File: src/rtl/apb_bridge_regfile_if.sv
// APB bus bundle between the bus master and the AES/UART bridge register file.
interface apb_bridge_regfile_if #(
  parameter int ADDR_WIDTH = 32,
  parameter int DATA_WIDTH = 32,
  parameter int NBYTES     = 4
);
  logic                  PSELx;
  logic [ADDR_WIDTH-1:0] PADDR;
  logic                  PWRITE;
  logic [NBYTES-1:0]     PSTRB;
  logic [DATA_WIDTH-1:0] PWDATA;
  logic                  PENABLE;
  logic [DATA_WIDTH-1:0] PRDATA;
  logic                  PREADY;

  modport master (
    output PSELx, PADDR, PWRITE, PSTRB, PWDATA, PENABLE,
    input  PRDATA, PREADY
  );

  modport slave (
    input  PSELx, PADDR, PWRITE, PSTRB, PWDATA, PENABLE,
    output PRDATA, PREADY
  );
endinterface

File: src/rtl/apb_bridge_regfile.sv
// APB slave register file with a TX FIFO toward the AES core and an RX FIFO from the UART.
// Only PADDR[3:2] selects a register; TXDATA writes stall while the TX FIFO is full.
module apb_bridge_regfile #(
  parameter int ADDR_WIDTH = 32,
  parameter int DATA_WIDTH = 32,
  parameter int NBYTES     = 4,
  parameter int FIFO_DEPTH = 8
) (
  input  logic                  PCLK,
  input  logic                  PRESETn,
  apb_bridge_regfile_if.slave   bus,
  output logic [DATA_WIDTH-1:0] tx_data,
  output logic                  tx_valid,
  input  logic                  tx_ready,
  input  logic [DATA_WIDTH-1:0] rx_data,
  input  logic                  rx_valid,
  output logic                  rx_ready,
  output logic                  irq
);
  localparam int PTR_W = $clog2(FIFO_DEPTH);
  localparam logic [PTR_W:0] PTR_ONE = (PTR_W + 1)'(1);

  localparam logic [1:0] REG_CTRL   = 2'd0;
  localparam logic [1:0] REG_STATUS = 2'd1;
  localparam logic [1:0] REG_TXDATA = 2'd2;
  localparam logic [1:0] REG_RXDATA = 2'd3;

  // ACCESS is the first access-phase cycle after a sampled setup; WAIT holds a stalled access.
  typedef enum logic [1:0] {IDLE, ACCESS, WAIT} state_t;
  state_t r_state, w_nextState;

  logic                  r_ctrlEn, r_ctrlIrqEn;
  logic                  r_rxUnderflow, r_rxOverflow;
  logic [DATA_WIDTH-1:0] r_txMem [FIFO_DEPTH];
  logic [DATA_WIDTH-1:0] r_rxMem [FIFO_DEPTH];
  logic [PTR_W:0]        r_txWrPtr, r_txRdPtr, r_rxWrPtr, r_rxRdPtr;

  logic [1:0]            w_regSel;
  logic                  w_busAccess, w_stall, w_ready, w_wrCommit, w_rdCommit;
  logic                  w_txEmpty, w_txFull, w_rxEmpty, w_rxFull;
  logic                  w_txPush, w_txPop, w_rxPush, w_rxPop, w_statusW1c;
  logic [PTR_W:0]        w_txCount, w_rxCount;
  logic [DATA_WIDTH-1:0] w_txWord, w_status, w_ctrl, w_rxHead;
  logic                  w_unusedAddr;

  assign w_regSel     = bus.PADDR[3:2];
  assign w_unusedAddr = ^{bus.PADDR[ADDR_WIDTH-1:4], bus.PADDR[1:0]};

  assign w_txCount = r_txWrPtr - r_txRdPtr;
  assign w_rxCount = r_rxWrPtr - r_rxRdPtr;
  assign w_txEmpty = (r_txWrPtr == r_txRdPtr);
  assign w_rxEmpty = (r_rxWrPtr == r_rxRdPtr);
  assign w_txFull  = (r_txWrPtr[PTR_W] != r_txRdPtr[PTR_W]) &&
                     (r_txWrPtr[PTR_W-1:0] == r_txRdPtr[PTR_W-1:0]);
  assign w_rxFull  = (r_rxWrPtr[PTR_W] != r_rxRdPtr[PTR_W]) &&
                     (r_rxWrPtr[PTR_W-1:0] == r_rxRdPtr[PTR_W-1:0]);

  assign w_busAccess = (r_state != IDLE) && bus.PSELx && bus.PENABLE;
  assign w_stall     = bus.PWRITE && (w_regSel == REG_TXDATA) && w_txFull;
  assign w_ready     = w_busAccess && !w_stall;
  assign w_wrCommit  = w_ready && bus.PWRITE;
  assign w_rdCommit  = w_ready && !bus.PWRITE;
  assign bus.PREADY  = w_ready;

  assign w_txPush    = w_wrCommit && (w_regSel == REG_TXDATA);
  assign w_txPop     = tx_valid && tx_ready;
  assign w_rxPush    = rx_valid && !w_rxFull;
  assign w_rxPop     = w_rdCommit && (w_regSel == REG_RXDATA) && !w_rxEmpty;
  assign w_statusW1c = w_wrCommit && (w_regSel == REG_STATUS) && bus.PSTRB[2];

  assign tx_data  = r_txMem[r_txRdPtr[PTR_W-1:0]];
  assign tx_valid = r_ctrlEn && !w_txEmpty;
  assign rx_ready = !w_rxFull;
  assign irq      = r_ctrlIrqEn && !w_rxEmpty;
  assign w_rxHead = w_rxEmpty ? '0 : r_rxMem[r_rxRdPtr[PTR_W-1:0]];

  always_comb begin
    w_nextState = r_state;
    case (r_state)
      IDLE:    if (bus.PSELx && !bus.PENABLE) w_nextState = ACCESS;
      default: begin
        if (!bus.PSELx || w_ready) w_nextState = IDLE;
        else if (!bus.PENABLE)     w_nextState = ACCESS;
        else                       w_nextState = WAIT;
      end
    endcase
  end

  // Bytes without a strobe are pushed as zero rather than merged with anything.
  always_comb begin
    w_txWord = '0;
    for (int b = 0; b < NBYTES; b++) begin
      if (bus.PSTRB[b]) w_txWord[8*b +: 8] = bus.PWDATA[8*b +: 8];
    end
  end

  always_comb begin
    w_ctrl        = '0;
    w_ctrl[0]     = r_ctrlEn;
    w_ctrl[1]     = r_ctrlIrqEn;
    w_status      = '0;
    w_status[7:0] = 8'(w_txCount);
    w_status[15:8] = 8'(w_rxCount);
    w_status[16]  = w_txFull;
    w_status[17]  = w_rxEmpty;
    w_status[18]  = r_rxUnderflow;
    w_status[19]  = r_rxOverflow;
  end

  always_comb begin
    bus.PRDATA = '0;
    if (w_busAccess && !bus.PWRITE) begin
      case (w_regSel)
        REG_CTRL:   bus.PRDATA = w_ctrl;
        REG_STATUS: bus.PRDATA = w_status;
        REG_TXDATA: bus.PRDATA = '0;
        default:    bus.PRDATA = w_rxHead;
      endcase
    end
  end

  always_ff @(posedge PCLK or negedge PRESETn) begin
    if (!PRESETn) begin
      r_state       <= IDLE;
      r_ctrlEn      <= 1'b0;
      r_ctrlIrqEn   <= 1'b0;
      r_rxUnderflow <= 1'b0;
      r_rxOverflow  <= 1'b0;
      r_txWrPtr     <= '0;
      r_txRdPtr     <= '0;
      r_rxWrPtr     <= '0;
      r_rxRdPtr     <= '0;
    end else begin
      r_state <= w_nextState;
      if (w_wrCommit && (w_regSel == REG_CTRL) && bus.PSTRB[0]) begin
        r_ctrlEn    <= bus.PWDATA[0];
        r_ctrlIrqEn <= bus.PWDATA[1];
      end
      if (w_rdCommit && (w_regSel == REG_RXDATA) && w_rxEmpty) r_rxUnderflow <= 1'b1;
      else if (w_statusW1c && bus.PWDATA[18])                  r_rxUnderflow <= 1'b0;
      // A new overflow on the same edge as its W1C wins so the event is never lost.
      if (rx_valid && w_rxFull)                    r_rxOverflow <= 1'b1;
      else if (w_statusW1c && bus.PWDATA[19])      r_rxOverflow <= 1'b0;
      if (w_txPush) r_txWrPtr <= r_txWrPtr + PTR_ONE;
      if (w_txPop)  r_txRdPtr <= r_txRdPtr + PTR_ONE;
      if (w_rxPush) r_rxWrPtr <= r_rxWrPtr + PTR_ONE;
      if (w_rxPop)  r_rxRdPtr <= r_rxRdPtr + PTR_ONE;
    end
  end

  always_ff @(posedge PCLK) begin
    if (w_txPush) r_txMem[r_txWrPtr[PTR_W-1:0]] <= w_txWord;
    if (w_rxPush) r_rxMem[r_rxWrPtr[PTR_W-1:0]] <= rx_data;
  end
endmodule

File: src/flat_wrapper.sv
// flat-port wrapper written by rule: the top's interface ports become plain ports
module apb_bridge_regfile_flat 
#(
  parameter int ADDR_WIDTH = 32,
  parameter int DATA_WIDTH = 32,
  parameter int NBYTES     = 4,
  parameter int FIFO_DEPTH = 8
)
  (PCLK, PRESETn, tx_data, tx_valid, tx_ready, rx_data, rx_valid, rx_ready, irq, bus_PSELx, bus_PADDR, bus_PWRITE, bus_PSTRB, bus_PWDATA, bus_PENABLE, bus_PRDATA, bus_PREADY);
  apb_bridge_regfile_if #(.ADDR_WIDTH(ADDR_WIDTH), .DATA_WIDTH(DATA_WIDTH), .NBYTES(NBYTES)) bus_i ();
  input  logic PCLK;
  input  logic PRESETn;
  output logic [DATA_WIDTH-1:0] tx_data;
  output logic tx_valid;
  input  logic tx_ready;
  input  logic [DATA_WIDTH-1:0] rx_data;
  input  logic rx_valid;
  output logic rx_ready;
  output logic irq;
  input wire logic [$bits(bus_i.PSELx)-1:0] bus_PSELx;
  input wire logic [$bits(bus_i.PADDR)-1:0] bus_PADDR;
  input wire logic [$bits(bus_i.PWRITE)-1:0] bus_PWRITE;
  input wire logic [$bits(bus_i.PSTRB)-1:0] bus_PSTRB;
  input wire logic [$bits(bus_i.PWDATA)-1:0] bus_PWDATA;
  input wire logic [$bits(bus_i.PENABLE)-1:0] bus_PENABLE;
  output wire logic [$bits(bus_i.PRDATA)-1:0] bus_PRDATA;
  output wire logic [$bits(bus_i.PREADY)-1:0] bus_PREADY;
  assign bus_i.PSELx = bus_PSELx;
  assign bus_i.PADDR = bus_PADDR;
  assign bus_i.PWRITE = bus_PWRITE;
  assign bus_i.PSTRB = bus_PSTRB;
  assign bus_i.PWDATA = bus_PWDATA;
  assign bus_i.PENABLE = bus_PENABLE;
  assign bus_PRDATA = bus_i.PRDATA;
  assign bus_PREADY = bus_i.PREADY;
  apb_bridge_regfile #(.ADDR_WIDTH(ADDR_WIDTH), .DATA_WIDTH(DATA_WIDTH), .NBYTES(NBYTES), .FIFO_DEPTH(FIFO_DEPTH)) u_core (.PCLK(PCLK), .PRESETn(PRESETn), .bus(bus_i), .tx_data(tx_data), .tx_valid(tx_valid), .tx_ready(tx_ready), .rx_data(rx_data), .rx_valid(rx_valid), .rx_ready(rx_ready), .irq(irq));
endmodule
File: config.mk
export PLATFORM = sky130hd
export DESIGN_NAME = apb_bridge_regfile_flat
export DESIGN_NICKNAME = d
export VERILOG_FILES = /design/src/rtl/apb_bridge_regfile_if.sv /design/src/rtl/apb_bridge_regfile.sv /design/src/flat_wrapper.sv
export SDC_FILE = /design/constraint.sdc
export NUM_CORES = 1
export LEC_CHECK = 0
export ABC_AREA = 0
export CORE_ASPECT_RATIO = 1.25
export CORE_MARGIN = 2
export CORE_UTILIZATION = 62
export DETAILED_ROUTE_END_ITERATION = 16
export GPL_ROUTABILITY_DRIVEN = 1
export PLACE_DENSITY_LB_ADDON = 0.05
export RECOVER_POWER = 50
export SYNTH_ARGS = -nofsm -noshare
export SYNTH_HDL_FRONTEND = slang
export SYNTH_SLANG_ARGS = --single-unit
File: constraint.sdc
create_clock -name PCLK -period 8.64 [get_ports PCLK]
set_input_delay 2.16 -clock PCLK [delete_from_list [all_inputs] [get_ports PCLK]]
set_output_delay 2.16 -clock PCLK [all_outputs]
set_load 0.05 [all_outputs]
==> results.json <==
{
  "status": "completed",
  "p_int_w": 0.005026,
  "grt_pass1_vias": 10850,
  "cts_resized": 0,
  "slew_violations": 0,
  "yosys_warnings": 0,
  "cts_inserted_buffers": 49,
  "pwr-share-comb_pct": 27.9,
  "clkLatencyLatePin_ns": 0.56,
  "period_needed_ns": 7.040,
  "placed_area_um2": 22980,
  "grt_max_degree": 69,
  "cts-htree-levels": 2,
  "peakVddDrop_mv": 0.2119,
  "dr.pass1.iters": 7,
  "cts_setup_buffers": 0,
  "nets": 1343,
  "netlist_top_cells_area": "edfxtp_1, mux4_2, nand2_1",
  "path_buf_inv": 2,
  "place_congestion": 0.7767,
  "hpwl_mm": 23.25,
  "period_share_pct": 81.48,
  "final_common_cell": "edfxtp_1",
  "synth_top_area_share_pct": 73.28,
  "wl_per_cell_um": 24.50,
  "ys_seq_elements": 534,
  "slew_headroom_pct": 9.350,
  "cts-root-buf": "clkbuf_16",
  "async_flop_share_pct": 4.120,
  "place_inst": 1596,
  "die-area_um2": 35340,
  "postLayoutCoreUtil_pct": 72.99,
  "core.rowCount": 75,
  "viasPerCell": 6.095,
  "grt_pass1_wl_mm": 62.86,
  "core_area_um2": 33500,
  "drive_gt1_share_pct": 19.32,
  "finalHoldViolCount": 0,
  "synth_fp_nets": 1167,
  "io_buffers": 144,
  "ys_seq_area_share_pct": 75.91,
  "cts_tree": "done",
  "worstPathRequired_ns": 6.48,
  "wl_mm": 41.36,
  "power_frac_clock_pct": 27.9,
  "start_kind": "primary input",
  "clk_pin_slew_ns": 0.06,
  "clock_skew_ns": 0.01001,
  "critPathArrivalTime_ns": 4.88,
  "pin_count": 175,
  "place_ws_ns": 1.630,
  "final_cell_mix": "edfxtp_1, nand2_1, mux4_2",
  "grt_antenna_before_repair": 4,
  "power_frac_seq_pct": 44.2,
  "setup.worst_path.end_class": "primary output",
  "setup_ws_ns": 1.600,
  "hold_class": "register to register",
  "drtIter0Drc": 730,
  "ys_types": 48,
  "initial_core_util_pct": 62.63,
  "die_y_um": 209.7,
  "avgSynthCellArea_um2": 20.02,
  "setup_violations": 0,
  "power.density_nw_per_um2": 296.3,
  "cp_slowest_cell": "clkdlybuf4s50_1",
  "fin_area_um2": 24450,
  "ant_nets": 0,
  "fmax_ghz": 0.1421,
  "synth_edf_count": 512,
  "max_stage_delay_ns": 0.86,
  "worstPathCellList": "dlygate4sd3_1 -> o211ai_1 -> nor3_1 -> nand2_2 -> o32ai_1 -> clkdlybuf4s50_1",
  "grt_remaining_overflow": 0,
  "path_max_fanout": 10,
  "hold_buffers": 0,
  "final_cells": 1688,
  "p_leak_nw": 8.009,
  "grtUsageTotal_pct": 24.02,
  "worst_pin_slew_ns": 1.360,
  "area_growth_pct": 16.54,
  "p_switching_w": 0.002220,
  "synth_largest_area_cell": "edfxtp_1",
  "rsz0062_at_grt": "no",
  "dr_total_vias": 10290,
  "cp_top_family": "buffers and inverters",
  "synth_ff_type": "edfxtp_1",
  "totalNegativeSetupSlack_ns": 0,
  "drcViolationCount": 0,
  "syn_inst": 1048,
  "cts_sinks": 534,
  "cts_max_path_buffers": 3,
  "max-cap-violations": 0,
  "swShare_pct": 30.64,
  "die-width_um": 168.5,
  "crit_type": "primary input to primary output",
  "netlist_area_um2": 20980
}
[worst register-to-register path: stages (launching register included)]
cell,delay [ns]
dfrtp_4,0.89
ha_1,0.40
nand3_1,0.15
o21a_1,0.21
nand2_1,0.14
nor2_1,0.94
buf_4,0.52
[cell type report]
| cell class | count | area [um2] |
|---|---|---|
| Sequential cell | 534 | 15940 |
| Clock buffer | 60 | 1310 |
| Antenna cell | 2 | 5.005 |
| Timing Repair Buffer | 170 | 1633 |
| Clock inverter | 30 | 196.4 |
| Multi-Input combinational cell | 454 | 4786 |
| Inverter | 15 | 56.30 |
| Tap cell | 423 | 529.3 |
| Fill cell | 2004 | 9050 |
[logic make-up (layout without fill, tap and decap cells)]
kind of cell	after synthesis	count (layout)	synth area share, %
mux	145	145	14.61
compound gates	50	50	1.551
other cells	0	2	0
simple gates	230	230	4.807
xor+xnor	17	17	0.7812
flops	534	534	75.91
buf+inv	60	275	1.562
fa+ha+maj	12	12	0.7872
[routing by layer]
metal  vias to the layer above  track usage (%)  share of wire [%]
met5                         -                0              0.085
li1                       4536                -                  -
met2                       330            41.89                 52
met1                      5337            31.17                 39
met4                         6            7.253                2.5
met3                        80            4.601                5.6
[registers in the layout, summed over array words and instances (netlist names)]
| register | cells |
|---|---|
| u_core.r_rxOverflow | 1 |
| u_core.r_rxRdPtr | 4 |
| u_core.r_txWrPtr | 4 |
| u_core.r_rxWrPtr | 4 |
| u_core.r_txRdPtr | 4 |
| u_core.r_rxMem | 256 |
| u_core.r_ctrlEn | 1 |
| u_core.r_rxUnderflow | 1 |
| u_core.r_txMem | 256 |
| u_core.r_state | 2 |
| u_core.r_ctrlIrqEn | 1 |
[Yosys cell counts, drive strengths merged (9+ instances only)]
cell    number
a21oi       24
nor2        13
xnor2       12
nor3         9
clkbuf      12
ha          10
o22ai        9
dfrtp       22
and2        32
mux2i       14
inv         15
mux4       128
edfxtp     512
nand2      157
buf         33
[through the flow]
stage / power, W / hold slack [ns]
final: 0.007246 / 0.5124
after global routing: 0.007533 / 0.5260
after detailed placement: 0.005318 / 0.5013
after CTS: 0.007325 / 0.5195
after global placement: 0.005290 / 0.4823
after floorplan: 0.004715 / 0.4658
[path summary, 6_finish.rpt]
kind | from | endpoint | slack (ns) | cells after the start
setup / recovery | bus_PSELx | bus_PRDATA[16] | 1.60 | 6
hold / removal | u_core.r_txWrPtr[3]$_DFFE_PN0P_ | u_core.r_txWrPtr[3]$_DFFE_PN0P_ | 0.51 | 1
setup reg to reg | u_core.r_rxRdPtr[0]$_DFFE_PN0P_ | u_core.r_rxMem[5][7]$_DFFE_PP_ | 5.03 | 6
hold reg to reg | u_core.r_txWrPtr[3]$_DFFE_PN0P_ | u_core.r_txWrPtr[3]$_DFFE_PN0P_ | 0.51 | 1
max in group asynchronous | PRESETn | u_core.r_txRdPtr[0]$_DFFE_PN0P_ | 5.24 | 2
min in group asynchronous | PRESETn | u_core.r_rxWrPtr[3]$_DFFE_PN0P_ | 2.43 | 2
[power by group through the flow]
| stage | Combinational [W] | Sequential (W) | Clock (W) |
|---|---|---|---|
| floorplan | 0.00156 | 0.00316 | 0 |
| global placement | 0.00204 | 0.00325 | 0 |
| detailed placement | 0.00206 | 0.00326 | 0 |
| CTS | 0.00206 | 0.00321 | 0.00205 |
| global route | 0.00215 | 0.00323 | 0.00215 |
| finish | 0.00202 | 0.00320 | 0.00202 |
(Power assumes the default switching activity.)
